$ cat src/rtl/uart_cmd_ctrl.sv
// uart_cmd_ctrl
//   Command controller between UART2 and the signal-generator core. Parses
//   ASCII commands from the Rx byte stream and updates the generator config:
//     F<FREQ_W/4 hex digits>CR  frequency word (MSB digit first)
//     W<0..3>CR                 waveform select
//     E CR / D CR               output enable / disable
//   Letters are case-insensitive. Every parsed command is answered with
//   'K' (accepted) or '?' (rejected), followed by CR LF, on the Tx handshake.
//   A partial command that sees no byte for TIMEOUT cycles is dropped silently.
//
//   Build macro UART_CMD_ECHO_EN: echo every accepted byte back on Tx through
//   a one-byte holding register. An echo always goes out ahead of reply bytes.
//
// Ports
//   ipClk, ipReset            clock, asynchronous active-high reset
//   ipRxData/ipRxValid        received byte and its 1-cycle strobe
//   ipTxBusy                  UART transmitter busy
//   opTxData/opTxSend         byte and send request to the UART transmitter
//   opFreqWord/opWave/opEnable generator configuration registers
//   opCfgStrobe               1-cycle pulse whenever a config register is written
//   opBusy                    high while a command or reply is in progress
//   opRxOverrun               1-cycle pulse (registered) for every dropped byte
module uart_cmd_ctrl #(
   parameter int FREQ_W  = 32,
   parameter int TIMEOUT = 50_000_000
) (
   input  logic              ipClk,
   input  logic              ipReset,
   input  logic [7:0]        ipRxData,
   input  logic              ipRxValid,
   input  logic              ipTxBusy,
   output logic [7:0]        opTxData,
   output logic              opTxSend,
   output logic [FREQ_W-1:0] opFreqWord,
   output logic [1:0]        opWave,
   output logic              opEnable,
   output logic              opCfgStrobe,
   output logic              opBusy,
   output logic              opRxOverrun
);
   localparam int N  = FREQ_W / 4;
   localparam int CW = $clog2(N + 1);
   localparam int TW = $clog2(TIMEOUT + 1);
   localparam logic [7:0] CR = 8'h0D;
   localparam logic [7:0] LF = 8'h0A;

   typedef enum logic [2:0] {IDLE, GET_HEX, GET_WAVE, WAIT_CR, EXEC, ERR, RESP} state_t;
   typedef enum logic [1:0] {TX_IDLE, TX_REQ, TX_WAIT} tx_t;
   typedef enum logic [1:0] {CMD_FREQ, CMD_WAVE, CMD_EN, CMD_DIS} cmd_t;

   state_t            state, state_nxt;
   tx_t               tx_phase;
   cmd_t              cmd;
   logic [7:0]        tx_byte, resp_byte, lc;
   logic              tx_echo, resp_ok;
   logic [1:0]        resp_idx, wave_sh;
   logic [FREQ_W-1:0] freq_sh;
   logic [CW-1:0]     digits;
   logic [TW-1:0]     timer;
   logic [3:0]        hex_val;
   logic              hex_ok, timed_out, resp_done, accept, drop, ovr;
   logic              tx_free, start_echo, start_resp;
   logic              echo_pend;
   logic [7:0]        echo_data;

   // lc is the byte with the ASCII lower-case bit forced; only letters care.
   assign lc = ipRxData | 8'h20;

   function automatic state_t dispatch(input logic [7:0] c);
      case (c)
         "f":     return GET_HEX;
         "w":     return GET_WAVE;
         "e", "d": return WAIT_CR;
         default: return IDLE;   // stray bytes (LF, space, ...) ignored
      endcase
   endfunction

   always_comb begin
      hex_ok  = 1'b1;
      hex_val = ipRxData[3:0];
      if (ipRxData >= "0" && ipRxData <= "9") hex_val = ipRxData[3:0];
      else if (lc >= "a" && lc <= "f")        hex_val = lc[3:0] + 4'd9;
      else begin
         hex_ok  = 1'b0;
         hex_val = 4'd0;
      end
   end

   // Last reply byte finishing; a byte arriving on this cycle is parsed as if idle.
   assign resp_done = (state == RESP) && (tx_phase == TX_WAIT) && !tx_echo &&
                      !ipTxBusy && (resp_idx == 2'd2);
   assign timed_out = (timer == TW'(TIMEOUT - 1)) && !ipRxValid;
   assign accept    = ipRxValid && ((state inside {IDLE, GET_HEX, GET_WAVE, WAIT_CR}) || resp_done);
   assign drop      = ipRxValid && !accept;

   always_comb begin
      state_nxt = state;
      case (state)
         IDLE:     if (ipRxValid) state_nxt = dispatch(lc);
         GET_HEX:
            if (ipRxValid) begin
               if (ipRxData == CR)                     state_nxt = (digits == CW'(N)) ? EXEC : ERR;
               else if (!hex_ok || digits == CW'(N))   state_nxt = ERR;
            end else if (timed_out) state_nxt = IDLE;
         GET_WAVE:
            if (ipRxValid)      state_nxt = (ipRxData[7:2] == 6'b001100) ? WAIT_CR : ERR;
            else if (timed_out) state_nxt = IDLE;
         WAIT_CR:
            if (ipRxValid)      state_nxt = (ipRxData == CR) ? EXEC : ERR;
            else if (timed_out) state_nxt = IDLE;
         EXEC, ERR: state_nxt = RESP;
         RESP:     if (resp_done) state_nxt = ipRxValid ? dispatch(lc) : IDLE;
         default:  state_nxt = IDLE;
      endcase
   end

   always_comb begin
      case (resp_idx)
         2'd0:    resp_byte = resp_ok ? 8'h4B : 8'h3F;
         2'd1:    resp_byte = CR;
         default: resp_byte = LF;
      endcase
   end

   // One transmitter shared by echo and reply; a pending echo has priority.
   assign tx_free    = (tx_phase == TX_IDLE) && !ipTxBusy;
   assign start_echo = tx_free && echo_pend;
   assign start_resp = tx_free && !echo_pend && (state == RESP);

`ifdef UART_CMD_ECHO_EN
   always_ff @(posedge ipClk or posedge ipReset) begin
      if (ipReset) begin
         echo_pend <= 1'b0;
         echo_data <= 8'h00;
      end else begin
         if (start_echo) echo_pend <= 1'b0;
         if (accept) begin          // newest byte wins the holding register
            echo_pend <= 1'b1;
            echo_data <= ipRxData;
         end
      end
   end
   assign ovr = drop || (accept && echo_pend && !start_echo);
`else
   assign echo_pend = 1'b0;
   assign echo_data = 8'h00;
   assign ovr       = drop;
`endif

   always_ff @(posedge ipClk or posedge ipReset) begin
      if (ipReset) begin
         state       <= IDLE;
         tx_phase    <= TX_IDLE;
         cmd         <= CMD_FREQ;
         tx_byte     <= 8'h00;
         tx_echo     <= 1'b0;
         resp_idx    <= 2'd0;
         resp_ok     <= 1'b0;
         freq_sh     <= '0;
         digits      <= '0;
         wave_sh     <= 2'd0;
         timer       <= '0;
         opFreqWord  <= '0;
         opWave      <= 2'd0;
         opEnable    <= 1'b0;
         opCfgStrobe <= 1'b0;
         opRxOverrun <= 1'b0;
      end else begin
         state       <= state_nxt;
         opCfgStrobe <= (state_nxt == EXEC);
         opRxOverrun <= ovr;

         if (ipRxValid || !(state inside {GET_HEX, GET_WAVE, WAIT_CR})) timer <= '0;
         else                                                         timer <= timer + TW'(1);

         if (ipRxValid && (state == IDLE || resp_done)) begin
            digits  <= '0;
            freq_sh <= '0;
            case (lc)
               "w":     cmd <= CMD_WAVE;
               "e":     cmd <= CMD_EN;
               "d":     cmd <= CMD_DIS;
               default: cmd <= CMD_FREQ;
            endcase
         end
         if (state == GET_HEX && ipRxValid && hex_ok && digits != CW'(N)) begin
            freq_sh <= (freq_sh << 4) | FREQ_W'(hex_val);
            digits  <= digits + CW'(1);
         end
         if (state == GET_WAVE && ipRxValid) wave_sh <= ipRxData[1:0];

         // Registers change together with the strobe, one cycle after the CR.
         if (state_nxt == EXEC) begin
            case (cmd)
               CMD_FREQ: opFreqWord <= freq_sh;
               CMD_WAVE: opWave     <= wave_sh;
               CMD_EN:   opEnable   <= 1'b1;
               default:  opEnable   <= 1'b0;
            endcase
         end

         case (tx_phase)
            TX_IDLE:
               if (start_echo || start_resp) begin
                  tx_phase <= TX_REQ;
                  tx_echo  <= start_echo;
                  tx_byte  <= start_echo ? echo_data : resp_byte;
               end
            TX_REQ:  if (ipTxBusy) tx_phase <= TX_WAIT;
            TX_WAIT:
               if (!ipTxBusy) begin
                  tx_phase <= TX_IDLE;
                  if (!tx_echo) resp_idx <= resp_idx + 2'd1;
               end
            default: tx_phase <= TX_IDLE;
         endcase

         if (state_nxt == EXEC || state_nxt == ERR) begin
            resp_ok  <= (state_nxt == EXEC);
            resp_idx <= 2'd0;
         end
      end
   end

   assign opTxSend = (tx_phase == TX_REQ);
   assign opTxData = tx_byte;
   assign opBusy   = (state != IDLE);

endmodule

$ cat config.mk
export PLATFORM = sky130hd
export DESIGN_NAME = uart_cmd_ctrl
export DESIGN_NICKNAME = d
export VERILOG_FILES = /design/src/rtl/uart_cmd_ctrl.sv
export SDC_FILE = /design/constraint.sdc
export NUM_CORES = 1
export LEC_CHECK = 0
export CAP_MARGIN = 20
export CORE_MARGIN = 2
export CORE_UTILIZATION = 29
export CTS_CLUSTER_SIZE = 12
export DETAILED_ROUTE_END_ITERATION = 10
export DONT_BUFFER_PORTS = 1
export GPL_TIMING_DRIVEN = 0
export PLACE_DENSITY_LB_ADDON = 0.25
export SYNTH_ARGS = -nofsm -noshare
export SYNTH_HDL_FRONTEND = slang
export SYNTH_SLANG_ARGS = --single-unit
$ cat constraint.sdc
create_clock -name ipClk -period 5.95 [get_ports ipClk]
set_input_delay 1.785 -clock ipClk [delete_from_list [all_inputs] [get_ports ipClk]]
set_output_delay 1.785 -clock ipClk [all_outputs]
set_load 0.01 [all_outputs]
Word-level counts from Yosys, hierarchy flattened:

Cells that the tools add are included.

* bitwise logic cells: 2
* multiplexer cells: 34
* reductions and logical operators: 43
* $add $sub $neg: 4
* order comparisons: 4
* equality and inequality tests: 27

Operators by type and width (count)
* 2-to-1 mux 32 bit: 2
* bitwise OR 32 x 4 -> 32 bit: 1
* 2-to-1 mux 3 bit: 10
* equality test 7 x 6 -> 1 bit (second input constant): 4
* adder 26 x 1 -> 26 bit (second input constant): 1
* equality test 26 bit (second input constant): 1
* 2-to-1 mux 26 bit: 1
* one-hot mux 2 bit (3 select lines): 3
* one-hot mux 3 bit (6 select lines): 1
* 2-to-1 mux 4 bit: 4
* equality test 3 bit (second input constant): 5
* logical AND 1 bit: 15
* one-hot mux 7 bit (2 select lines): 1
* 2-to-1 mux 2 bit: 6
* AND reduction 2 bit: 5
* equality test 8 x 4 -> 1 bit (second input constant): 1
* >= comparator 8 x 6 -> 1 bit (second input constant): 1
* >= comparator 8 x 7 -> 1 bit (second input constant): 1
* <= comparator 8 x 6 -> 1 bit (second input constant): 1
* <= comparator 8 x 7 -> 1 bit (second input constant): 1
* 2-to-1 mux 7 bit: 1
* equality test 2 x 1 -> 1 bit (second input constant): 3
* equality test 2 bit (second input constant): 3
* equality test 3 x 2 -> 1 bit (second input constant): 2
* 21 further kinds: 40

* logic and storage cells: 129
* flip-flop bits (word level): 119
* output and inout port bits: 47

Logic depth before layout (Yosys ltp):

Gate-level depths: netlist of the first run.

* depth in word-level cells: 14
* depth in mapped cells: 9
* depth with buffers taken out: 8

Worst setup path after synthesis of the first run:

OpenSTA, ideal clock, no wires.

* path kind: input to register
* start: in ipRxData[0]
* end: reg opFreqWord[0]
* cell stages on the path: 9
* arrival: 3.655 ns
* library setup time: 0.125 ns
* slack: 2.170 ns
* path through: inv_1 -> ha_1 -> nor3b_1 -> nor3_2 -> o21ai_1 -> a32oi_4 -> nor4_4 -> buf_6 -> mux2_4

* cells in the longest elaborated chain, start to end: 12
* elaborated cells between the ends (all ways): 28
* those cells by class: order compare: 4; eq/ne: 6; mux: 12; reduce/logical: 6

RTL lines
* start: declaration: RTL line 29 `input logic [7:0] ipRxData,`
* >= comparator 8 x 7 -> 1 bit or <= comparator 8 x 7 -> 1 bit (tied branches): RTL line 82 `else if (lc >= "a" && lc <= "f") hex_val = lc[3:0] + 4'd9;`
* logical AND 1 bit: RTL line 82
* 2-to-1 mux 1 bit: RTL line 82
* 2-to-1 mux 1 bit: RTL line 81 `if (ipRxData >= "0" && ipRxData <= "9") hex_val = ipRxData[3:0];`
* zero test 1 bit: RTL line 103 `else if (!hex_ok || digits == CW'(N)) state_nxt = ERR;`
* logical OR 1 bit: RTL line 103
* 2-to-1 mux 3 bit: RTL line 103
* 2-to-1 mux 3 bit: RTL line 102 `if (ipRxData == CR) state_nxt = (digits == CW'(N)) ? EXEC : ERR;`
* 2-to-1 mux 3 bit: RTL line 101 `if (ipRxValid) begin`
* one-hot mux 3 bit (6 select lines) (*): RTL line 98 `case (state)`
* equality test 3 bit (*): RTL line 193 `if (state_nxt == EXEC) begin`
* AND reduction 2 bit (no source line) (*)
* end signal: assignment: RTL line 195 `CMD_FREQ: opFreqWord <= freq_sh;`
* end: declaration: RTL line 34 `output logic [FREQ_W-1:0] opFreqWord,`

Mark *: on every way between the ends. The rest lies on a longest branch, timed or not.
A chain may end at the register's enable or synchronous reset.

Worst setup path in the final report of the first run:

* start: in ipRxData[0]
* end: reg opFreqWord[8]

The elaborated chain is that of the path after synthesis.

==> metrics, run 1 <==
clk_lat worst skew=420 ps; endpoints failing setup=0; drt drc=0; final hold violations=0; relative slew slack=48.7%; Post-Syn Instances=497; Yosys top cell area share=54.3%; CTS tree=yes; GR Util met1=16.0%; Final Util=35.3%; area leader, netlist=dfrtp_1; Final Cycle Share=63.3%; io pins=59; final slew viol count=0; Area Growth Syn to Fin=18.3%; synth top area cells=dfrtp_1, mux2_4, nand2_1; synthesized area=0.00540 mm2; hold crit path type=reg -> reg; WP data arrival=4060 ps; flops & latches, synth=117; die span in x=140 um; Vias=3627; GR Util met2=20.4%; Clock Sinks=117; Final min period=3770 ps; die area=0.0197 mm2; max-cap viol count=0; Die H=140 um; CORE AREA=0.0181 mm2; Fillers=1775; worst-margin pin slew=758 ps; P_int=1.83 mW; Worst EP required=6240 ps; antenna violations before repair=0; hpwl dp=8040 um; CP top delay family=simple AND/OR/NAND/NOR gates; total track usage=12.7%; cells along the critical path=inv_1 > ha_1 > nor3b_1 > nor3_2 > o21ai_1 > a32oi_4 > nor4_4 > buf_6 > mux2_4; Clk pwr share=46.1%; crit path max fanout=10; Initial DRC Count=229; Critical Path Slowest Stage Cell=nor4_4; number of synthesized flops with an enable pin=0; hold buffer count at cts=0; net switching share of the total power=26.8%; routed vias/inst=4.78; clock root buffer=clkbuf_16; Peak VDD IR=0.000186 V; layout cells sized above 1=16.0%; CP Launch Type=primary input; syn nets=520; top_reg_cell synth=dfrtp_1; RSZ-0062 raised after global routing=no; total gr overflow=0; status=complete, no violations; Critical path buffers and inverters=2; busiest layer in global routing=met2; WL final=11700 um; Switch Pwr=670 uW; diode count=0; Initial Utilization=29.8%; number of port buffers=0; number of global-route vias before repair=3750; Ys Warns=0; post-CTS setup buffer count=0; met3 GRT Util=4.17%; Rows=49; ys async rst share=100%; Reg power frac=37.6%; setup_tns=0 ps; dpl ws=1760 ps; Bufs on Longest Clock Path=2; pin count of the biggest net entering global routing=86; drt first pass iters=4; Peak Freq=0.265 GHz; Final Total Pwr=2.50 mW; Post-synth top cells=dfrtp_1, nand2_1, nand3_1; syn avg cell area=10.9 um2; final worst slack=2180 ps; top-count cell post-synth=dfrtp_1; post-CTS sizing=0; WS Path Type=in -> reg; H-tree depth=4; Synth cell types=56; Seq/Total Area, Yosys=54.3%; max incr delay on CP=570 ps; Comb pwr share=16.3%; Nets=540; global-route wire length before repair=19700 um; Clk pin slew, worst setup/hold paths=50 ps; Lkg Pwr=2.97 nW; Routed Antenna Nets=0; Crit. End Element=flip-flop; Clock Skew=10.2 ps; Pwr Density=391 mW/mm2; Routed wire per std cell=15.4 um; Placer Congestion=0.748; Num CTS Buffers=17
[final timing paths]
check	from	to	slack (ps)	cells past startpoint
setup / recovery	ipRxData[0]	opFreqWord[8]	2180	9
max in group asynchronous	ipReset	opTxData[2]	4010	2
setup reg to reg	timer[10]	opWave[0]	3100	6
hold reg to reg	digits[3]	digits[3]	490	1
hold / removal	digits[3]	digits[3]	490	1
min in group asynchronous	ipReset	opFreqWord[15]	1200	1
[stage by stage]
step	hold WS (ps)	cells	instance area, um2
after floorplan	451	497	5400
after global placement	474	726	5680
after detailed placement	480	727	5710
after CTS	495	759	6380
after global routing	526	759	6380
final	490	759	6380
[layout by cell type (no fill, tap or decap), types with 5 or more instances in the layout]
master and instances:
xnor2_1 10, nor2_1 39, nor2b_1 6, mux2_2 6
bufinv_16 5, xor2_1 15, clkbuf_8 5, inv_1 12
a21oi_1 5, o21ai_0 19, ha_1 11, dfrtp_1 117
clkbuf_16 17, and2_1 5, nand3_1 46, clkbuf_1 15
nand2_1 84, mux2_4 30, nand4_1 7
[sequential cells by signal, indices dropped and copies added (netlist names)]
register,flops
resp_idx,2
resp_ok,1
cmd,2
digits,4
opEnable,1
opCfgStrobe,1
tx_phase,2
opWave,2
wave_sh,2
freq_sh,32
timer,26
opFreqWord,32
opRxOverrun,1
state,3
opTxData,6
[power by group through the flow]
stage / Clock, mW / Sequential, mW / Combinational (mW)
floorplan: 0 / 0.936 / 0.328
global placement: 0 / 0.951 / 0.400
detailed placement: 0 / 0.955 / 0.410
CTS: 1.17 / 0.942 / 0.413
global route: 1.21 / 0.952 / 0.455
finish: 1.15 / 0.940 / 0.407
[area by class of cell]
class / count / area (um2) / area share [%]
Buffer: 25 / 130 / 2.04
Timing Repair Buffer: 1 / 27.5 / 0.431
Inverter: 13 / 53.8 / 0.843
Clock buffer: 23 / 498 / 7.80
Multi-Input combinational cell: 342 / 2290 / 35.9
Tap cell: 229 / 287 / 4.49
Clock inverter: 9 / 170 / 2.67
Sequential cell: 117 / 2930 / 45.9
[kinds of logic (layout without fill, tap and decap cells)]
group                    after synthesis  after routing  synth area share (%)
multiplexers                          39             39                  10.2
AND/OR/NAND/NOR                      224            224                  20.3
flip-flops                           117            117                  54.3
adder cells (fa/ha/maj)               11             11                  2.55
AO/OA/AOI/OAI                         42             42                  5.29
other                                  1              1                0.0695
buffers and inverters                 38             71                  3.32
XOR/XNOR                              25             25                  4.06
[routing by layer]
layer / up-vias / part of all wire [%]
met5: - / 0
met4: 0 / 1.7
met3: 18 / 4.9
met2: 67 / 48
met1: 1802 / 46
li1: 1740 / -
Power figures use the tool's default switching activity.
==> inputs of run 2 (changes only) <==
clock period = 3.3 ns   (was 5.95 ns; I/O delays follow)
==> run 2 against run 1 <==
  * Clock power grew 56%
  * Final cell count grew 0.13%
  * Hold slack lost 1.7 ps
  * Power grew 69%
  * Clock skew shrank 2.4 ps
  * Via count shrank 1.1%
  * Count of clock-buffer cells in the layout shrank 1
  * First-iteration DRC count shrank 18%
==> metrics, run 2 (synthesis gave the netlist of run 1 again) <==
status=complete, no violations (unchanged); worst-margin pin slew=702 ps (was 758 ps); Clk pin slew, worst setup/hold paths=50 ps (about the same); CTS tree=yes (unchanged); Lkg Pwr=2.93 nW (was 2.97 nW); io pins=59 (unchanged); WL final=11500 um (was 11700 um); number of global-route vias before repair=3708 (was 3750); H-tree depth=4 (unchanged); final slew viol count=0 (unchanged); endpoints failing setup=0 (unchanged); drt drc=0 (unchanged); CORE AREA=0.0181 mm2 (unchanged); Routed wire per std cell=15.2 um (was 15.4 um); commonest non-fill, non-tap cell in the layout=dfrtp_1 (unchanged); Fillers=1772 (was 1775); total track usage=12.4% (was 12.7%); hold buffer count at cts=0 (unchanged); Clock Sinks=117 (unchanged); Worst EP required=3590 ps (was 6240 ps); Num CTS Buffers=17 (unchanged); RSZ-0062 raised after global routing=no (unchanged); Placed Instances=729 (was 727); routed vias/inst=4.72 (was 4.78); die area=0.0197 mm2 (unchanged); Final Total Pwr=4.21 mW (was 2.50 mW); post-CTS sizing=0 (unchanged); layout cells sized above 1=16.0% (about the same); relative slew slack=52.5% (was 48.7%); Pwr Density=666 mW/mm2 (was 391 mW/mm2); Area Growth Syn to Fin=17.2% (was 18.3%); Clock Skew=7.77 ps (was 10.2 ps); Multi-input gate area=0.00229 mm2 (unchanged); Crit. End Element=flip-flop (unchanged); number of port buffers=0 (unchanged); post-CTS setup buffer count=0 (unchanged); antenna violations before repair=0 (unchanged); clock root buffer=clkbuf_16 (unchanged); max-cap viol count=0 (unchanged); CP Launch Type=primary input (unchanged); hold crit path type=reg -> reg (unchanged); Bufs on Longest Clock Path=2 (unchanged); Initial Utilization=29.8% (unchanged); sequential cell area=0.00293 mm2 (unchanged); Nets=542 (was 540); Routed Antenna Nets=0 (unchanged); Peak VDD IR=0.000350 V (was 0.000186 V); Finished Cell Area=0.00632 mm2 (was 0.00638 mm2); WS Path Type=in -> reg (unchanged); final hold violations=0 (unchanged); drt first pass iters=4 (unchanged); global-route wire length before repair=19200 um (was 19700 um); Largest regs=freq_sh (32), opFreqWord (32), timer (26) (unchanged); hpwl dp=8180 um (was 8040 um); crit path max fanout=10 (unchanged); Initial DRC Count=188 (was 229); diode count=0 (unchanged); total gr overflow=0 (unchanged); Die H=140 um (unchanged); commonest cells after routing, fill and taps aside=dfrtp_1, nand2_1, nand3_1 (unchanged); Placed Area=0.00575 mm2 (was 0.00571 mm2); final std cells w/o fill=760 (was 759); pin count of the biggest net entering global routing=41 (was 86); die span in x=140 um (unchanged); Placer Congestion=0.791 (was 0.748); WP data arrival=3260 ps (was 4060 ps); Final Cycle Share=89.9%; Peak Freq=0.337 GHz; clk_lat worst skew=410 ps (was 420 ps); Final min period=2970 ps; Rows=49 (unchanged); Vias=3587 (was 3627)
## run 2: cell count changes in the layout (fill, tap and decap cells not counted), sizes merged
cell	previous run	this run
buf	10	12
bufinv	5	2
clkbuf	39	38
clkinvlp	0	4
inv	13	12
## run 2: final cells by class
class                           count  share of cell area, %
Tap cell                          229                   4.53
Sequential cell                   117                   46.3
Multi-Input combinational cell    342                   36.2
Inverter                           13                  0.831
Clock buffer                       22                   7.50
Clock inverter                      9                   1.62
Buffer                             25                   2.06
Timing Repair Buffer                3                  0.950
## run 2: metal layers
metal	up-vias	part of all wire (%)	track usage (%)
met5	-	0	0
met4	0	2.3	5.69
met3	20	4.1	4.14
met2	61	48	19.9
met1	1770	46	15.2
li1	1736	-	-
## run 2: worst paths after layout
path / slack, ps / startpoint / endpoint / cells after the start
setup / recovery: 330 / ipRxData[0] / opFreqWord[18] / 9
hold / removal: 490 / timer[0] / timer[0] / 1
setup reg to reg: 450 / timer[10] / opFreqWord[18] / 7
hold reg to reg: 490 / timer[0] / timer[0] / 1
max in group asynchronous: 2000 / ipReset / freq_sh[23] / 3
min in group asynchronous: 500 / ipReset / opTxData[5] / 1
## run 2: worst max-delay path, cell delays in order
cell and delay (ps):
inv_1 90, ha_1 240, nor3b_1 240, nor3_2 100, o21ai_1 290, a32oi_4 160
nor4_4 560, buf_6 260, mux2_4 320
## run 2: report_power, final
group | switching [mW] | internal [mW]
clock network | 0.630 | 1.16
logic | 0.433 | 0.296
registers | 0.128 | 1.57
total | 1.19 | 3.02
## run 2: through the flow
step           hold slack (ps)  util (%)  TNS [ps]  setup WS, ps
5_1_grt                    514      35.0         0           212
4_1_cts                    495      35.0         0           334
6_report                   488      35.0         0           334
3_5_place_dp               487      31.8     -2970          -107
3_3_place_gp               473      31.4     -2100         -94.3
2_1_floorplan              451         -         0           315
